$ cat src/rtl/tx_frame.sv
// tx_frame: serial frame transmitter.
// Buffers one {data, instr} frame through a valid/ready handshake and sends it
// as: one low start bit, data[3:0] MSB first, instr[3:0] MSB first, then
// GAP_BITS idle-high bit periods. Every bit period lasts BIT_CYCLES clk2 cycles.
module tx_frame #(
    parameter int BIT_CYCLES = 1,
    parameter int GAP_BITS   = 2
) (
    input  logic       clk2,
    input  logic       reset,
    input  logic       send,
    input  logic [3:0] data_in,
    input  logic [3:0] instr_in,
    output logic       ready,
    output logic       transmission,
    output logic       busy,
    output logic       frame_done
);

    // Counter widths: at least 1 bit, and the bit counter covers both the
    // 8 payload bits and the guard gap.
    localparam int CW   = (BIT_CYCLES > 1) ? $clog2(BIT_CYCLES) : 1;
    localparam int BMAX = (GAP_BITS > 8) ? GAP_BITS : 8;
    localparam int BW   = $clog2(BMAX);

    localparam logic [CW-1:0] CYC_LAST   = CW'(BIT_CYCLES - 1);
    localparam logic [BW-1:0] SHIFT_LAST = BW'(7);
    localparam logic [BW-1:0] GAP_LAST   = BW'(GAP_BITS - 1);

    typedef enum logic [1:0] {
        IDLE,
        START,
        SHIFT,
        GAP
    } state_t;

    state_t          state_q, state_d;
    logic            buf_valid_q, buf_valid_d;
    logic [7:0]      buf_q, buf_d;
    logic [7:0]      shift_q, shift_d;
    logic [CW-1:0]   cyc_q, cyc_d;
    logic [BW-1:0]   bit_q, bit_d;
    logic            line_q, line_d;
    logic            done_q, done_d;
    logic            bit_wrap;

    // A bit period ends on the cycle where the cycle counter reaches its last value.
    assign bit_wrap = (cyc_q == CYC_LAST);

    // State register; reset aborts any frame in flight and drops the buffer.
    always_ff @(posedge clk2 or posedge reset) begin
        if (reset) begin
            state_q     <= IDLE;
            buf_valid_q <= 1'b0;
            buf_q       <= '0;
            shift_q     <= '0;
            cyc_q       <= '0;
            bit_q       <= '0;
            line_q      <= 1'b1;
            done_q      <= 1'b0;
        end else begin
            state_q     <= state_d;
            buf_valid_q <= buf_valid_d;
            buf_q       <= buf_d;
            shift_q     <= shift_d;
            cyc_q       <= cyc_d;
            bit_q       <= bit_d;
            line_q      <= line_d;
            done_q      <= done_d;
        end
    end

    // Handshake buffer plus the serializer FSM; the line value is computed
    // one cycle ahead so the transmitted bit comes straight from a flop.
    always_comb begin
        state_d     = state_q;
        buf_valid_d = buf_valid_q;
        buf_d       = buf_q;
        shift_d     = shift_q;
        cyc_d       = cyc_q;
        bit_d       = bit_q;
        line_d      = line_q;
        done_d      = 1'b0;

        // Accept only into an empty buffer, so it can never collide with the
        // IDLE drain below, which needs the buffer full.
        if (send && !buf_valid_q) begin
            buf_valid_d = 1'b1;
            buf_d       = {data_in, instr_in};
        end

        unique case (state_q)
            IDLE: begin
                line_d = 1'b1;
                cyc_d  = '0;
                bit_d  = '0;
                if (buf_valid_q) begin
                    shift_d     = buf_q;
                    buf_valid_d = 1'b0;
                    state_d     = START;
                    line_d      = 1'b0;
                end
            end
            START: begin
                cyc_d = bit_wrap ? '0 : cyc_q + 1'b1;
                if (bit_wrap) begin
                    state_d = SHIFT;
                    bit_d   = '0;
                    line_d  = shift_q[7];
                end
            end
            SHIFT: begin
                cyc_d = bit_wrap ? '0 : cyc_q + 1'b1;
                if (bit_wrap) begin
                    if (bit_q == SHIFT_LAST) begin
                        state_d = GAP;
                        bit_d   = '0;
                        line_d  = 1'b1;
                    end else begin
                        bit_d   = bit_q + 1'b1;
                        shift_d = {shift_q[6:0], 1'b0};
                        line_d  = shift_q[6];
                    end
                end
            end
            GAP: begin
                cyc_d  = bit_wrap ? '0 : cyc_q + 1'b1;
                line_d = 1'b1;
                if (bit_wrap) begin
                    if (bit_q == GAP_LAST) begin
                        state_d = IDLE;
                        bit_d   = '0;
                        done_d  = 1'b1;
                    end else begin
                        bit_d = bit_q + 1'b1;
                    end
                end
            end
            default: begin
                state_d = IDLE;
                line_d  = 1'b1;
            end
        endcase
    end

    assign ready        = !buf_valid_q;
    assign busy         = (state_q != IDLE) || buf_valid_q;
    assign transmission = line_q;
    assign frame_done   = done_q;

endmodule

$ cat config.mk
export PLATFORM = sky130hd
export DESIGN_NAME = tx_frame
export DESIGN_NICKNAME = d
export VERILOG_FILES = /design/src/rtl/tx_frame.sv
export SDC_FILE = /design/constraint.sdc
export NUM_CORES = 1
export LEC_CHECK = 0
export CORE_ASPECT_RATIO = 1.5
export CORE_MARGIN = 3
export CORE_UTILIZATION = 50
export CTS_BUF_LIST = sky130_fd_sc_hd__clkbuf_2
export CTS_CLUSTER_SIZE = 24
export DETAILED_ROUTE_END_ITERATION = 8
export PLACE_DENSITY = 0.84
export SETUP_SLACK_MARGIN = 0.02
export SYNTH_ARGS = -nofsm -noshare
export SYNTH_HDL_FRONTEND = slang
export SYNTH_SLANG_ARGS = --single-unit
$ cat constraint.sdc
create_clock -name clk2 -period 1.7 [get_ports clk2]
set_input_delay 0.51 -clock clk2 [delete_from_list [all_inputs] [get_ports clk2]]
set_output_delay 0.51 -clock clk2 [all_outputs]
set_load 0.1 [all_outputs]
==> results.cfg, run 1 <==
[run_status]
status = finished, violations left
violations = setup timing

[power_and_ir_drop]
power_frac_seq_pct = 28.1
ir_worst_vdd_v = 0.00120
switchingPower_w = 0.00140
p_comb_share_pct = 66.2
cellPowerDensity_mw_per_mm2 = 2200
p_leak_nw = 0.760
pwr-share-clk_pct = 5.8
power.share.switching_pct = 38.4
internal_power_w = 0.00224

[logic_synthesis]
yosys_warnings = 0
synthCells = 90
synth.avg_cell_area_um2 = 13.1
syn_area_mm2 = 0.00118
yosysSeqAreaShare_pct = 51.1
syn_nets = 110
synth_seq_cells = 24
synth.distinct_cells = 20

[clock_network]
cts-root-buf = clkbuf_2
clkSinkCount = 24
htreeDepth = 1
clockBufferDepth = 2
insertion_delay_ns = 0.32
cts_tree = built
clkTransAtPathRegs_ns = 0.21
cts_buffers = 3

[routing]
drt_first_pass_iters = 4
wire_per_inst_um = 15.0
drt.antenna.violating_nets = 0
num_vias = 802
via_per_inst = 5.42
drcViolationCount = 0
drtIter0Drc = 10
wirelength_um = 2220

[critical_path]
crit_family = flip-flops
critPathRequiredTime_ns = 1.19
crit_type = reg -> out
arrival_ns = 1.45
path_buf_inv = 3
cp_cell_sequence = inv_2 -> ha_4 -> nor2b_4 -> clkinvlp_4 -> buf_12
max_stage_delay_ns = 0.44
start_kind = flop
critPathCaptureType = output port
path_max_fanout = 2
slowest_stage = dfrtp_1

[timing]
rsz0062_at_grt = true
layout_setup_ws_ns = -0.255
slew_violations = 0
hold_viol_final = 0
tightest_slew_ns = 0.295
slew-limit-headroom_pct = 80.3
skew_ns = 0.00668
finalCriticalPeriod_ns = 1.96
setup_viol = 5
timing.fmax_mhz = 511
totalNegativeSetupSlack_ns = -0.289
period_share_pct = 115

[floorplan]
fp.dieW_um = 45.6
die-area_mm2 = 0.00299
core_mm2 = 0.00213
io_pins = 15
die_y_um = 65.5
start_util_pct = 55.4
rows = 20

[final_layout]
drive_above_1_share_pct = 52.4
antenna_cells = 0
layout_commonest_cell = dfrtp_1
syn2layout_area_growth_pct = 40.4
instances_no_fill = 148
final_cell_mix = 23 x dfrtp_1, 18 x buf_4, 15 x mux2_2, 10 x clkdlybuf4s50_1, 8 x mux2_4
fin_nets = 147
utilization_pct = 77.8

[global_routing]
antenna_found_initial = 0
grt_pass1_wl_um = 3530
grt_pass1_vias = 802
grtUsageTotal_pct = 16.4
grt_max_degree = 25
grt_overflow = 0

[place]
gp_congestion = 0.733
dpl.cell_count = 136
post-place-ws_ns = -0.0806
dp_hpwl_um = 1490
port_buffers = 14

[job]
drv_cap = 0

[hold_path]
hp-class = in -> async
per-stage QoR:
| stage | area (um^2) | power, W | hold WS, ns |
|---|---|---|---|
| detailed placement | 1490 | 0.00294 | 0.493 |
| CTS | 1570 | 0.00332 | 0.465 |
| finish | 1660 | 0.00364 | 0.479 |
| global placement | 1490 | 0.00286 | 0.486 |
| floorplan | 1200 | 0.00230 | 0.457 |
| global route | 1660 | 0.00388 | 0.468 |
path summary, 6_finish.rpt:
check	start	cells past startpoint	end	slack, ns
setup / recovery	state_q[0]	5	busy	-0.26
hold / removal	reset	3	shift_q[2]	0.48
setup reg to reg	state_q[0]	7	shift_q[3]	-0.01
hold reg to reg	buf_q[4]	1	buf_q[4]	0.53
max in group asynchronous	reset	3	transmission	0.93
min in group clk2	buf_q[4]	1	buf_q[4]	0.53
repair_timing:
action,CTS,global route
pin swaps,2,2
setup buffers,6,2
gates resized for setup,5,18
hold buffers,0,0
endpoints found under the setup margin,10,12
worst register-to-register path, cell delays in order (launching register included):
cell and delay, ns:
dfrtp_1 0.42, inv_2 0.07, ha_4 0.16, nor2b_4 0.13, buf_4 0.15, a211oi_4 0.25
buf_6 0.17, mux2_4 0.30
flip-flops by register name, indices dropped and copies added, names as in the netlist:
name	count
frame_done	1
shift_q	8
transmission	1
bit_q	3
state_q	2
buf_valid_q	1
buf_q	8
power groups by stage:
stage	clock (W)	sequential, W	combinational, W
after CTS	0.000227	0.00102	0.00207
after global routing	0.000248	0.00106	0.00257
final	0.000211	0.00102	0.00241
after floorplan	0	0.00113	0.00117
after global placement	0	0.00102	0.00184
after detailed placement	0	0.00104	0.00190
layer usage:
metal,vias to the layer above,GRT usage [%],wire [um]
met5,-,0,0
met2,19,28.5,1170
met4,0,7.69,38
met1,400,18.6,930
met3,4,2.47,80
li1,379,-,-
Yosys cell counts, drive strengths merged:
library cell,number,share of area (%)
mux2,23,22
mux2i,2,1.7
a2111oi,1,0.74
inv,10,3.2
o21ai,1,0.42
a21oi,3,1.3
a211oi,2,2.8
nor2,4,1.3
dfrtp,23,49
o22ai,1,0.53
o21bai,1,0.64
o21a,1,0.64
dfstp,1,2.2
nand4,1,0.53
buf,2,0.85
nor2b,4,2.3
ha,9,9.6
nand2b,1,0.53
layout make-up:
cell class                      count  area (um^2)
Clock buffer                        3         15.0
Clock inverter                      1         3.75
Fill cell                         136          472
Inverter                           10         43.8
Multi-Input combinational cell     54          626
Sequential cell                    24          602
Tap cell                           22         27.5
Timing Repair Buffer               34          338
cell families (layout without fill, tap and decap cells):
kind of cell | after synthesis | after routing | share of synthesized area, %
muxes | 25 | 25 | 23.7
adders and majority gates | 9 | 9 | 9.55
DFF | 24 | 24 | 51.1
AOI/OAI and AO/OA | 10 | 10 | 7.01
and+or+nand+nor | 10 | 10 | 4.67
buffers and inverters | 12 | 48 | 4.03
(Power assumes the default switching activity.)
==> inputs of run 2 (changes only) <==
- PLACE_DENSITY: 0.84 -> 0.81
==> results.cfg, run 2 (same netlist as run 1, synthesis figures left out) <==
[critical_path]
critPathRequiredTime_ns = 1.19
critPathCaptureType = output port
cp_cell_sequence = inv_2 -> ha_4 -> nor2b_4 -> clkinvlp_4 -> buf_12
crit_family = flip-flops
path_buf_inv = 3
start_kind = flop
arrival_ns = 1.50
max_stage_delay_ns = 0.45
slowest_stage = dfrtp_1
path_max_fanout = 2
crit_type = reg -> out

[final_layout]
syn2layout_area_growth_pct = 38.2
reg_top3 = buf_q x8, shift_q x8, bit_q x3
final_cell_mix = 23 x dfrtp_1, 17 x mux2_2, 15 x buf_4, 10 x clkdlybuf4s50_1, 7 x ha_1
fin_nets = 144
instances_no_fill = 145
antenna_cells = 0
drive_above_1_share_pct = 48.8
fillers = 122
layout_commonest_cell = dfrtp_1

[routing]
drtIter0Drc = 9
num_vias = 769
wirelength_um = 2320
wire_per_inst_um = 16.0
drcViolationCount = 0
drt_first_pass_iters = 4
via_per_inst = 5.30
drt.antenna.violating_nets = 0

[power_and_ir_drop]
switchingPower_w = 0.00140
pwr-share-clk_pct = 10.5
p_comb_share_pct = 61.6
power.share.switching_pct = 38.0
power_frac_seq_pct = 28.0
p_total_w = 0.00370
ir_worst_vdd_v = 0.00129
cellPowerDensity_mw_per_mm2 = 2270
internal_power_w = 0.00229
p_leak_nw = 0.750

[hold_path]
hp-class = in -> async

[clock_network]
clkTransAtPathRegs_ns = 0.23
clockBufferDepth = 2
htreeDepth = 1
insertion_delay_ns = 0.37
cts_buffers = 3
cts_tree = built
clkSinkCount = 24
cts-root-buf = clkbuf_2
postCtsHoldBufs = 0

[timing]
tightest_slew_ns = 0.303
rsz0062_at_grt = true
holdWs_ns = 0.427
hold_viol_final = 0
slew-limit-headroom_pct = 79.8
slew_violations = 0
totalNegativeSetupSlack_ns = -0.485
layout_setup_ws_ns = -0.307
finalCriticalPeriod_ns = 2.01
period_share_pct = 118
timing.fmax_mhz = 498
skew_ns = 0.00621
setup_viol = 8

[run_status]
violations = setup timing
status = finished, violations left

[floorplan]
start_util_pct = 55.4
die-area_mm2 = 0.00299
core_mm2 = 0.00213
rows = 20
die_y_um = 65.5
fp.dieW_um = 45.6
io_pins = 15

[place]
gp_congestion = 0.730
dp_hpwl_um = 1630
port_buffers = 14
dpl.cell_count = 136

[global_routing]
grt_overflow = 0
grt_pass1_wl_um = 3930
grtUsageTotal_pct = 18.9
grt_pass1_vias = 870
grt_max_degree = 25
antenna_found_initial = 0

[job]
drv_cap = 0
-- run 2: worst reg2reg max path, stage by stage (launching register included) --
cell	delay [ns]
dfrtp_1	0.43
inv_2	0.07
ha_4	0.16
nor2b_4	0.13
buf_4	0.14
a211oi_4	0.25
buf_6	0.17
mux2_4	0.31
-- run 2: timing repair --
item,4_1_cts,5_1_grt
buffers inserted,5,1
pin swaps,3,1
gates resized for setup,5,10
endpoints found under the setup margin,11,12
-- run 2: worst paths after layout --
path	cells past startpoint	start	end	slack (ns)
min reg2reg	1	buf_q[3]	buf_q[3]	0.54
max in group asynchronous	3	reset	transmission	0.98
min	3	reset	buf_q[2]	0.43
max reg2reg	7	state_q[1]	shift_q[4]	-0.03
min in group clk2	1	buf_q[3]	buf_q[3]	0.54
max	5	state_q[1]	busy	-0.31
-- run 2: power by group through the flow --
stage	Sequential (W)	Clock, W	Combinational, W
finish	0.00103	0.000387	0.00228
detailed placement	0.00105	0	0.00192
CTS	0.00102	0.000390	0.00210
global placement	0.00102	0	0.00185
floorplan	0.00113	0	0.00117
global route	0.00107	0.000409	0.00246
-- run 2: area by class of cell --
cell class | count | area (um^2) | area share (%)
multi-input combinational | 54 | 598 | 36.7
inverter | 10 | 41.3 | 2.53
timing repair buffer | 31 | 315 | 19.4
sequential | 24 | 602 | 36.9
clock inverter | 1 | 30.0 | 1.84
clock buffer | 3 | 15.0 | 0.922
tap | 22 | 27.5 | 1.69
-- run 2: layer usage --
metal	vias to the layer above	wire length (um)	track usage (%)
li1	369	-	-
met1	381	949	20.4
met2	14	1240	33.7
met3	5	66	1.64
met4	0	64	11.0
met5	-	0	0
-- run 2: through the flow --
step	worst slack, ns	util (%)	cell area [um^2]
final	-0.307	76.6	1630
after global routing	-0.368	76.6	1630
after CTS	-0.294	74.9	1590
after detailed placement	-0.108	69.9	1490
after global placement	-0.0472	69.9	1490
after floorplan	-0.0846	-	1200
==> inputs of run 3 (changes only) <==
- ABC_AREA: default -> 1
==> results.cfg, run 3 <==
[final_layout]
drive_above_1_share_pct = 20.0
area.sequential_um2 = 602
reg_top3 = buf_q x8, shift_q x8, bit_q x3
instances_no_fill = 188
antenna_cells = 0
multiInputGateArea_um2 = 520
utilization_pct = 67.9
syn2layout_area_growth_pct = 26.4
fin_nets = 186
layout_commonest_cell = nand2_1
stdcell_area_mm2 = 0.00153
fillers = 187
final_cell_mix = 43 x nand2_1, 23 x dfrtp_1, 15 x inv_1, 12 x buf_4

[logic_synthesis]
synth.mux.area_fraction_pct = 0
yosysTopAreaCell = dfrtp_1
synth_top_family_by_area = simple AND/OR/NAND/NOR gates
synth_area_leaders = dfrtp_1 47%, nand2_1 13%, ha_1 9.3%
synth.distinct_cells = 21
post_synth_and_or_nand_nor_area_fraction_pct = 22.8
synthCells = 139
synth-edff-count = 0
synth.most_common_cell = nand2_1
synth_top_area_share_pct = 47.4
syn_area_mm2 = 0.00121
synth_compound_area_share_pct = 9.18
yosys_warnings = 0
synth.avg_cell_area_um2 = 8.73
yosys.area_share.xor_xnor_pct = 0
yosysSeqAreaShare_pct = 49.6
synth_seq_cells = 24
ys_async_sr_fraction_pct = 100
syn_nets = 159
yosys.area_share.adder_pct = 9.28
yosys-top-cells-count = 43 x nand2_1, 23 x dfrtp_1, 17 x inv_1
synth_flop_cell = dfrtp_1

[timing]
slew-limit-headroom_pct = 78.7
hold_viol_final = 0
finalCriticalPeriod_ns = 1.74
timing.fmax_mhz = 574
skew_ns = 0.0159
totalNegativeSetupSlack_ns = -0.0424
rsz0062_at_grt = true
setup_viol = 1
period_share_pct = 102
layout_setup_ws_ns = -0.0424
tightest_slew_ns = 0.319
slew_violations = 0

[critical_path]
path_max_fanout = 2
crit_type = reg -> out
slowest_stage = dfrtp_1
rr_worst_depth = 8
start_kind = flop
arrival_ns = 1.23
max_stage_delay_ns = 0.45
critPathRequiredTime_ns = 1.19
critPathCaptureType = output port
cp_cell_sequence = inv_2 -> ha_4 -> nand2_4 -> buf_12

[floorplan]
fp.dieW_um = 46.2
rows = 21
die-area_mm2 = 0.00307
die_y_um = 66.3
core_mm2 = 0.00226
start_util_pct = 53.7
io_pins = 15

[routing]
via_per_inst = 5.30
drt_first_pass_iters = 4
drt.antenna.violating_nets = 0
wirelength_um = 2440
drcViolationCount = 0
drtIter0Drc = 18
num_vias = 996
wire_per_inst_um = 13.0

[run_status]
status = finished, violations left
violations = setup timing

[clock_network]
clockBufferDepth = 2
cts_buffers = 3
htreeDepth = 1
cts_tree = built
clkSinkCount = 24
insertion_delay_ns = 0.32
cts-root-buf = clkbuf_2
clkTransAtPathRegs_ns = 0.22

[place]
gp_congestion = 0.940
dp_hpwl_um = 1750
placed_cell_area_mm2 = 0.00143
port_buffers = 14
dpl.cell_count = 175

[global_routing]
grt_pass1_vias = 932
grtUsageTotal_pct = 18.0
grt_max_degree = 19
grt_overflow = 0
grt_pass1_wl_um = 4100
antenna_found_initial = 0

[hold_path]
hp-class = in -> async

[power_and_ir_drop]
p_leak_nw = 0.824
cellPowerDensity_mw_per_mm2 = 2000
ir_worst_vdd_v = 0.00124

[job]
drv_cap = 0
## run 3: cell types whose count changed after synthesis, sizes merged, moves of 6 or more
cell and change:
nand2 +46, inv +9, a21oi +6, o21ai +8, mux2 -23, nand3 +11
## run 3: critical path, delay by kind of cell (launching register included)
family / cells / cell delay, ns
DFF: 1 / 0.45
and+or+nand+nor: 1 / 0.06
buffers and inverters: 2 / 0.25
adders and majority gates: 1 / 0.15
## run 3: per-layer routing
metal | vias to the layer above | global-route usage, % | part of all wire (%) | wire [um]
li1 | 488 | - | - | -
met1 | 459 | 22.9 | 40 | 965
met2 | 41 | 29.3 | 53 | 1280
met3 | 8 | 3.27 | 5.4 | 132
met4 | 0 | 6.41 | 2.5 | 61
met5 | - | 0 | 0 | 0
## run 3: cells by family (layout without fill, tap and decap cells)
logic type	after synthesis	after routing
AOI/OAI and AO/OA	20	20
buffers and inverters	24	50
and+or+nand+nor	62	62
DFF	24	24
adders and majority gates	9	9
## run 3: worst paths after layout
path,startpoint,to,slack (ns)
hold reg to reg,buf_q[6],buf_q[6],0.50
setup / recovery,state_q[1],busy,-0.04
setup reg to reg,state_q[1],state_q[0],0.11
max in group asynchronous,reset,state_q[0],0.90
hold / removal,reset,bit_q[1],0.39
min in group clk2,buf_q[6],buf_q[6],0.50
## run 3: what timing repair did
item | 4_1_cts | 5_1_grt
hold buffers | 0 | 0
setup endpoints to repair | 1 | 7
resized for setup | 4 | 1
gates cloned | 0 | 0
pin swaps | 2 | 1
setup buffers | 6 | 3
## run 3: stage by stage
step / total power [W] / setup slack [ns] / hold WS [ns]
6_report: 0.00307 / -0.0424 / 0.393
5_1_grt: 0.00332 / -0.126 / 0.362
4_1_cts: 0.00298 / -0.0462 / 0.400
3_5_place_dp: 0.00262 / 0.118 / 0.448
3_3_place_gp: 0.00256 / 0.179 / 0.421
2_1_floorplan: 0.00221 / 0.197 / 0.407
## run 3: cell type report
class / count / share of cell area [%]
clock inverter: 1 / 0.245
clock buffer: 3 / 0.979
inverter: 19 / 4.81
timing repair buffer: 27 / 18.9
sequential: 24 / 39.2
multi-input combinational: 91 / 33.9
tap: 23 / 1.88
## run 3: power breakdown
part | internal [W] | switching [W] | total, W
registers | 0.000832 | 0.000158 | 0.000990
logic | 0.000741 | 0.00113 | 0.00187
clock network | 0.0000512 | 0.000157 | 0.000209
